File: src/rtl/rr_grant_ctrl_pkg.sv
// Shared definitions for the round-robin grant controller: FSM encoding and
// the pointer wrap helper.
package rr_arb_pkg;

  typedef logic [1:0] state_t;

  localparam state_t IDLE    = 2'd0;
  localparam state_t GRANT   = 2'd1;
  localparam state_t RELEASE = 2'd2;

  // Next search start after serving index p among n requesters.
  function automatic int ptr_wrap(input int p, input int n);
    return (p + 1 >= n) ? 0 : p + 1;
  endfunction

endpackage

File: src/rtl/rr_grant_ctrl_if.sv
// Request/grant bundle between requesters (master) and the grant controller
// (slave).
interface rr_grant_ctrl_if #(
  parameter int WIDTH = 4,
  parameter int IDXW  = $clog2(WIDTH)
);
  logic [WIDTH-1:0] req;
  logic             ack;
  logic [WIDTH-1:0] grant;
  logic [IDXW-1:0]  grant_idx;
  logic             busy;
  logic [WIDTH-1:0] pending;
  logic             timeout;

  modport master (output req, ack,
                  input  grant, grant_idx, busy, pending, timeout);
  modport slave  (input  req, ack,
                  output grant, grant_idx, busy, pending, timeout);
endinterface

File: src/rtl/rr_priority_pick.sv
// Rotating-priority encoder: first set bit of vec at or above ptr, wrapping
// from WIDTH-1 back to 0.
module rr_priority_pick #(
  parameter int WIDTH = 4,
  parameter int IDXW  = $clog2(WIDTH)
) (
  input  logic [WIDTH-1:0] vec,
  input  logic [IDXW-1:0]  ptr,
  output logic [WIDTH-1:0] onehot,
  output logic [IDXW-1:0]  idx,
  output logic             any
);

  int              j;
  logic [IDXW-1:0] jj;

  always_comb begin
    onehot = '0;
    idx    = '0;
    any    = 1'b0;
    j      = 0;
    jj     = '0;
    for (int i = 0; i < WIDTH; i++) begin
      j = int'(ptr) + i;
      if (j >= WIDTH) j = j - WIDTH;
      jj = IDXW'(j);
      if (!any && vec[jj]) begin
        any        = 1'b1;
        onehot[jj] = 1'b1;
        idx        = jj;
      end
    end
  end

endmodule

File: src/rtl/rr_grant_ctrl.sv
// Round-robin grant controller: latches requests, grants one requester at a
// time until ack. Optional grant watchdog under RR_TIMEOUT_EN.
module rr_grant_ctrl
  import rr_arb_pkg::*;
#(
  parameter int WIDTH          = 4,
  parameter int IDXW           = $clog2(WIDTH),
  parameter int TIMEOUT_CYCLES = 16
) (
  input  logic            clk,
  input  logic            rst,
  rr_grant_ctrl_if.slave  bus
);

  state_t           state_q, state_d;
  logic [WIDTH-1:0] pending_q, pending_d, grant_q, grant_d;
  logic [WIDTH-1:0] vec, win_oh, clr;
  logic [IDXW-1:0]  ptr_q, ptr_d, idx_q, idx_d, win_idx;
  logic             win_any, expire, done;

  assign vec = pending_q | bus.req;

  rr_priority_pick #(.WIDTH(WIDTH), .IDXW(IDXW)) u_pick (
    .vec    (vec),
    .ptr    (ptr_q),
    .onehot (win_oh),
    .idx    (win_idx),
    .any    (win_any)
  );

  // A watchdog expiry ends the grant exactly like an ack.
  assign done = (state_q == GRANT) && (bus.ack || expire);

  always_ff @(posedge clk or negedge rst) begin
    if (!rst) begin
      state_q   <= IDLE;
      pending_q <= '0;
      grant_q   <= '0;
      idx_q     <= '0;
      ptr_q     <= '0;
    end else begin
      state_q   <= state_d;
      pending_q <= pending_d;
      grant_q   <= grant_d;
      idx_q     <= idx_d;
      ptr_q     <= ptr_d;
    end
  end

  always_comb begin
    state_d = state_q;
    case (state_q)
      IDLE:    if (win_any) state_d = GRANT;
      GRANT:   if (done)    state_d = RELEASE;
      RELEASE: state_d = win_any ? GRANT : IDLE;
      default: state_d = IDLE;
    endcase
  end

  always_comb begin
    clr       = done ? grant_q : '0;
    pending_d = vec & ~clr;
    grant_d   = grant_q;
    idx_d     = idx_q;
    ptr_d     = ptr_q;
    if (state_q != GRANT) begin
      grant_d = win_any ? win_oh  : '0;
      idx_d   = win_any ? win_idx : '0;
    end else if (done) begin
      grant_d = '0;
      idx_d   = '0;
      ptr_d   = IDXW'(ptr_wrap(int'(idx_q), WIDTH));
    end
  end

`ifdef RR_TIMEOUT_EN
  localparam int CW = $clog2(TIMEOUT_CYCLES);

  logic [CW-1:0] cnt_q, cnt_d;
  logic          timeout_q, timeout_d;

  // Counter sits at zero outside GRANT, so every grant starts counting from 0.
  assign expire    = (state_q == GRANT) && (cnt_q == CW'(TIMEOUT_CYCLES - 1));
  assign cnt_d     = (state_q == GRANT) ? cnt_q + CW'(1) : '0;
  assign timeout_d = expire && !bus.ack;

  always_ff @(posedge clk or negedge rst) begin
    if (!rst) begin
      cnt_q     <= '0;
      timeout_q <= 1'b0;
    end else begin
      cnt_q     <= cnt_d;
      timeout_q <= timeout_d;
    end
  end

  assign bus.timeout = timeout_q;
`else
  assign expire      = 1'b0;
  assign bus.timeout = 1'b0;
`endif

  assign bus.grant     = grant_q;
  assign bus.grant_idx = idx_q;
  assign bus.busy      = (state_q == GRANT);
  assign bus.pending   = pending_q;

endmodule

File: src/flat_wrapper.sv
// flat-port wrapper written by rule: the top's interface ports become plain ports
module rr_grant_ctrl_flat import rr_arb_pkg::*;
#(
  parameter int WIDTH          = 4,
  parameter int IDXW           = $clog2(WIDTH),
  parameter int TIMEOUT_CYCLES = 16
)
  (clk, rst, bus_req, bus_ack, bus_grant, bus_grant_idx, bus_busy, bus_pending, bus_timeout);
  rr_grant_ctrl_if #(.WIDTH(WIDTH), .IDXW(IDXW)) bus_i ();
  input  logic clk;
  input  logic rst;
  input wire logic [$bits(bus_i.req)-1:0] bus_req;
  input wire logic [$bits(bus_i.ack)-1:0] bus_ack;
  output wire logic [$bits(bus_i.grant)-1:0] bus_grant;
  output wire logic [$bits(bus_i.grant_idx)-1:0] bus_grant_idx;
  output wire logic [$bits(bus_i.busy)-1:0] bus_busy;
  output wire logic [$bits(bus_i.pending)-1:0] bus_pending;
  output wire logic [$bits(bus_i.timeout)-1:0] bus_timeout;
  assign bus_i.req = bus_req;
  assign bus_i.ack = bus_ack;
  assign bus_grant = bus_i.grant;
  assign bus_grant_idx = bus_i.grant_idx;
  assign bus_busy = bus_i.busy;
  assign bus_pending = bus_i.pending;
  assign bus_timeout = bus_i.timeout;
  rr_grant_ctrl #(.WIDTH(WIDTH), .IDXW(IDXW), .TIMEOUT_CYCLES(TIMEOUT_CYCLES)) u_core (.clk(clk), .rst(rst), .bus(bus_i));
endmodule
File: config.mk
export PLATFORM = sky130hd
export DESIGN_NAME = rr_grant_ctrl_flat
export DESIGN_NICKNAME = d
export VERILOG_FILES = /design/src/rtl/rr_grant_ctrl_pkg.sv /design/src/rtl/rr_grant_ctrl_if.sv /design/src/rtl/rr_priority_pick.sv /design/src/rtl/rr_grant_ctrl.sv /design/src/flat_wrapper.sv
export SDC_FILE = /design/constraint.sdc
export NUM_CORES = 1
export LEC_CHECK = 0
export ABC_AREA = 0
export CAP_MARGIN = 15
export CORE_AREA = 2 2 53 55
export DETAILED_ROUTE_END_ITERATION = 10
export DIE_AREA = 0 0 55 57
export GPL_ROUTABILITY_DRIVEN = 0
export GPL_TIMING_DRIVEN = 0
export HOLD_SLACK_MARGIN = 0.02
export PLACE_DENSITY = 0.77
export SLEW_MARGIN = 30
export SYNTH_ARGS = -nofsm -noshare
export SYNTH_HDL_FRONTEND = slang
export SYNTH_SLANG_ARGS = --single-unit
File: constraint.sdc
create_clock -name clk -period 2.12 [get_ports clk]
set_input_delay 0.212 -clock clk [delete_from_list [all_inputs] [get_ports clk]]
set_output_delay 0.212 -clock clk [all_outputs]
set_load 0.05 [all_outputs]
==> impl_metrics.tcl, run 1 <==
set metrics [dict create \
    ctsHoldBuffers 0 \
    max_cap_violations 0 \
    synth_top_area_share_pct 30.3 \
    syn-num-nets 136 \
    drc 0 \
    yosysSeqAreaShare_pct 30.3 \
    regArea_um2 353 \
    num_rows 19 \
    synth.avg_cell_area_um2 9.62 \
    synth_top_area_cell "dfrtp_1" \
    finalNetCount 166 \
    path_clk_slew_ns 0.09 \
    setup_violations 0 \
    fin_ws_ns 0.0637 \
    grt_pass1_wl_um 5310 \
    synthTopCellsByCount "a21oi_1, dfrtp_1, ha_1, nor2_1, nand2_1" \
    finalHoldViolations 0 \
    fin_util_pct 58.0 \
    crit_fanout 6 \
    grt-ovfl-total 0 \
    async_flop_share_pct 100 \
    worst-endpoint-required_ns 2.29 \
    place_ws_ns -0.332 \
    io_pins 19 \
    wirelength_um 3450 \
    hp-class "in2async" \
    drive_above_1_share_pct 24.2 \
    yosysMostFrequentCell "a21oi_1" \
    path_class "reg2reg" \
    ant_nets 0 \
    core-area_um2 2620 \
    die_area_um2 3140 \
    clkSinkCount 14 \
    synth_edf_count 0 \
    holdWs_ns 0.315 \
    initial_core_util_pct 44.2 \
    wl_per_cell_um 19.1 \
    power_density_nw_per_um2 1530 \
    maxSlewHeadroom_pct 58.2 \
    finalMaxSlewViolations 0 \
    antenna_cells 0 \
    synth.area.top_cells "dfrtp_1, ha_1, mux4_2" \
    crit_arrival_ns 2.23 \
    fmax_mhz 486 \
    first_iter_violations 31 \
    synth_flop_cell "dfrtp_1" \
    track_usage_pct 23.5 \
    area_delta_synth_final_pct 31.4 \
    status "finished clean" \
    grt_max_degree 15 \
    die_x_um 55 \
    cts_root_buf "clkbuf_4" \
    final.period_utilization_pct 97.0 \
    ir_worst_vdd_uv 933 \
    syn_area_um2 1150 \
    port-buffer-count 17 \
    clk_latency_ns 0.28 \
    n_fill_cell 241 \
    cts.path.max_buffers 2 \
    antenna_found_initial 0 \
    p_leak_nw 0.605 \
    dpl.hpwl_um 2360 \
    critPathLaunchType "flip-flop" \
    skew_ns 0.00129 \
    h-tree-depth 1 \
    synthCells 120 \
    cts_buffers 3 \
    synth_cell_types 39 \
    synth-seq-cells 14 \
    grt_pass1_vias 1144 \
    die_height_um 57 \
    timing.critical_path.to_type "flip-flop" \
    ys_warn_count 0 \
    vias_per_cell 6.58 \
    finalCriticalPeriod_ns 2.06 \
    drtPass1Iterations 4 \
    multi_input_area_um2 787 \
    tightest_slew_ns 0.625 \
    vias 1184 \
    cts_tree "built" \
]
[metrics by stage]
stage                     TNS (ns)  power (mW)  instance area (µm²)  instances
final                            0        2.32                 1520        180
after global routing       -0.0112        2.46                 1520        180
after CTS                        0        2.10                 1440        175
after detailed placement     -1.68        1.85                 1360        168
after global placement       -1.13        1.79                 1360        168
after floorplan                  0        1.47                 1150        120
[kinds of logic after synthesis]
| kind of cell | share of synthesized area, % |
|---|---|
| flip-flops | 30.3 |
| AND/OR/NAND/NOR | 12.4 |
| AO/OA/AOI/OAI | 31.0 |
| buffers and inverters | 5.31 |
| adder cells (fa/ha/maj) | 9.75 |
| multiplexers | 10.9 |
| other | 0.325 |
[per-layer routing]
| metal | vias to the layer above | part of all wire (%) | track usage (%) |
|---|---|---|---|
| met4 | 0 | 2.1 | 10.1 |
| li1 | 536 | - | - |
| met2 | 62 | 52 | 37.2 |
| met5 | - | 0 | 0 |
| met1 | 578 | 40 | 32.0 |
| met3 | 8 | 6.4 | 2.88 |
[registers in the layout, indices dropped and copies added, names as in the netlist]
signal	cells
u_core.bus.grant	4
u_core.bus.grant_idx	2
u_core.bus.pending	4
u_core.ptr_q	2
u_core.state_q	2
[placed cells by master, fill, tap and decap left out, drive strengths merged, types with 2 or more instances in the layout]
| cell | instances |
|---|---|
| nand2 | 6 |
| clkdlybuf4s50 | 16 |
| o21a | 4 |
| or2 | 4 |
| a31oi | 2 |
| o2bb2ai | 4 |
| o211ai | 3 |
| dfrtp | 14 |
| o21ai | 4 |
| inv | 3 |
| o221ai | 3 |
| a21o | 2 |
| nor2 | 8 |
| a221o | 4 |
| nand3 | 2 |
| nor3 | 5 |
| clkbuf | 7 |
| a21oi | 16 |
| mux4 | 5 |
| buf | 11 |
| ha | 9 |
| a32oi | 3 |
[critical path, stage by stage, from the launching register on]
cell       delay (ns)
dfrtp_2          0.43
buf_6            0.14
inv_8            0.06
ha_4             0.19
buf_6            0.13
mux4_2           0.39
a221o_1          0.42
a21oi_2          0.12
o2bb2ai_1        0.07
[path summary, 6_finish.rpt]
path                                   start                       to  slack, ns  cells after the start
setup / recovery             u_core.ptr_q[0]      u_core.bus.grant[1]       0.06                      8
hold / removal                           rst  u_core.bus.grant_idx[0]       0.32                      1
setup reg to reg             u_core.ptr_q[0]      u_core.bus.grant[1]       0.06                      8
hold reg to reg            u_core.state_q[0]        u_core.state_q[0]       0.45                      1
max in group asynchronous                rst          u_core.ptr_q[0]       1.37                      1
min in group clk           u_core.state_q[0]        u_core.state_q[0]       0.45                      1
[area by class of cell]
type                       instances  share of cell area, %
buffer                             7                   3.63
clock buffer                       4                   2.39
inverter                           3                   1.24
multi-input combinational         96                   51.9
sequential                        14                   23.2
tap                               31                   2.56
timing repair buffer              25                   15.1
[what timing repair did]
item | in CTS | in global routing
setup endpoints to repair | 7 | 5
pin swaps | 2 | 2
setup buffers | 3 | 5
resized for setup | 8 | 12
[power breakdown]
group / switching (mW) / internal (mW)
Clock: 0.0886 / 0.104
Sequential: 0.0914 / 0.367
Combinational: 0.980 / 0.684
Total: 1.16 / 1.16
No activity file was read; power rests on OpenSTA's default activity.
==> inputs of run 2 (changes only) <==
--- a/config.mk
+++ b/config.mk
@@ -13,8 +13,8 @@
 export GPL_ROUTABILITY_DRIVEN = 0
 export GPL_TIMING_DRIVEN = 0
 export HOLD_SLACK_MARGIN = 0.02
-export PLACE_DENSITY = 0.77
-export SLEW_MARGIN = 30
+export PLACE_DENSITY = 0.73
+export SLEW_MARGIN = 0
 export SYNTH_ARGS = -nofsm -noshare
 export SYNTH_HDL_FRONTEND = slang
 export SYNTH_SLANG_ARGS = --single-unit
==> run 2 against run 1 <==
  * Final area decreased by 1.7%
  * Clock-buffer cell count unchanged
  * Largest cell class unchanged
  * Hold slack improved by 0.0090 ns
  * Worst setup slack got worse by 0.013 ns
  * Largest power group unchanged
==> impl_metrics.tcl, run 2 (synthesized netlist as in run 1, its figures left out) <==
set metrics [dict create \
    status "finished clean" \
    track_usage_pct 22.7 \
    ir_worst_vdd_uv 759 \
    n_fill_cell 250 \
    final.period_utilization_pct 97.6 \
    worst-endpoint-required_ns 2.29 \
    final_common_cell "clkdlybuf4s50_1" \
    dpl.hpwl_um 2310 \
    timing.setup.tns_ns 0 \
    drive_above_1_share_pct 21.9 \
    crit_start "u_core.ptr_q[0]" \
    maxUsedRoutingLayer "met4" \
    finalNetCount 163 \
    finalCriticalPeriod_ns 2.07 \
    wl_per_cell_um 18.3 \
    cp_top_family "compound AO/OA/AOI/OAI gates" \
    ctsHoldBuffers 0 \
    first_iter_violations 46 \
    drc 0 \
    skew_ns 0.00205 \
    grt_max_degree 15 \
    critPathLaunchType "flip-flop" \
    num_rows 19 \
    finalHoldViolations 0 \
    cts_tree "built" \
    p_leak_nw 0.593 \
    hp-class "in2async" \
    path_cells "buf_8 > inv_8 > ha_4 > buf_6 > mux4_2 > a221o_1 > a21oi_2 > o2bb2ai_2" \
    wl_met3_um 171 \
    path_clk_slew_ns 0.09 \
    grt_setup_unrepaired "false" \
    wl_met1_um 1350 \
    regArea_um2 353 \
    finalPower_mw 2.23 \
    ant_nets 0 \
    timing.critical_path.to_type "flip-flop" \
    clkSinkCount 14 \
    fmax_mhz 483 \
    cpPeakStageDelay_ns 0.44 \
    reg2reg_depth 8 \
    die_height_um 57 \
    crit_arrival_ns 2.24 \
    critPathSlowestCell "dfrtp_2" \
    r2r_end "u_core.bus.grant[1]" \
    final_cell_mix "clkdlybuf4s50_1, a21oi_1, dfrtp_1" \
    core-area_um2 2620 \
    wirelength_um 3240 \
    die_area_um2 3140 \
    cts_root_buf "clkbuf_4" \
    multi_input_area_um2 779 \
    antenna_found_initial 0 \
    maxSlewHeadroom_pct 56.7 \
    vias 1119 \
    h-tree-depth 1 \
    drtPass1Iterations 4 \
    grt_pass1_vias 1085 \
    path_class "reg2reg" \
    area_delta_synth_final_pct 29.1 \
    clk_latency_ns 0.28 \
    finalMaxSlewViolations 0 \
    port-buffer-count 17 \
    r2r-start "u_core.ptr_q[0]" \
    die_x_um 55 \
    grt_pass1_wl_um 5130 \
    cts.path.max_buffers 2 \
    wl_met2_um 1620 \
    setup_violations 0 \
    path_buf_inv 3 \
    power_density_nw_per_um2 1500 \
    r2r_slack_ns 0.05 \
    cts_buffers 3 \
    crit_fanout 7 \
    io_pins 19 \
    max_cap_violations 0 \
    grt-ovfl-total 0 \
    tightest_slew_ns 0.648 \
    antenna_cells 0 \
    vias_per_cell 6.32 \
    initial_core_util_pct 44.2 \
]
==> run 2: layout make-up <==
| class | count | share of cell area [%] |
|---|---|---|
| multi-input combinational | 96 | 52.3 |
| buffer | 7 | 3.94 |
| sequential | 14 | 23.7 |
| tap | 31 | 2.60 |
| inverter | 3 | 1.26 |
| timing repair buffer | 22 | 13.8 |
| clock buffer | 4 | 2.43 |
==> run 2: layer usage <==
metal | track usage (%) | up-vias
li1 | - | 520
met1 | 30.4 | 542
met2 | 37.2 | 48
met3 | 2.09 | 9
met4 | 9.06 | 0
met5 | 0 | -
==> run 2: power breakdown <==
group | internal (mW) | switching, mW
Clock | 0.105 | 0.0887
Sequential | 0.367 | 0.0893
Combinational | 0.636 | 0.946
Total | 1.11 | 1.12
==> run 2: timing repair <==
action | 4_1_cts | 5_1_grt
setup buffers | 3 | 2
gates cloned | 0 | 0
pin swaps | 1 | 4
gates resized for setup | 8 | 12
endpoints found under the setup margin | 7 | 6
hold endpoints to repair | 0 | 0
==> run 2: worst max path at each step <==
stage          depth (start not counted)                   to  slack, ns
5_1_grt                                8  u_core.bus.grant[1]      0.002
2_1_floorplan                          8  u_core.bus.grant[1]       0.03
3_3_place_gp                           7  u_core.bus.grant[1]      -0.24
4_1_cts                                8  u_core.bus.grant[2]       0.02
6_report                               8  u_core.bus.grant[1]       0.05
3_5_place_dp                           8  u_core.bus.grant[3]      -0.32
==> run 2: metrics by stage <==
stage          hold slack [ns]  instance area [µm²]  cells  setup WS [ns]  util [%]
6_report                 0.324                 1490    177         0.0507      57.0
5_1_grt                  0.363                 1490    177        0.00171      57.0
4_1_cts                  0.338                 1440    175         0.0162      54.9
3_5_place_dp             0.434                 1360    168         -0.320      52.2
3_3_place_gp             0.429                 1360    168         -0.243      52.2
2_1_floorplan          -0.0836                 1150    120         0.0298         -
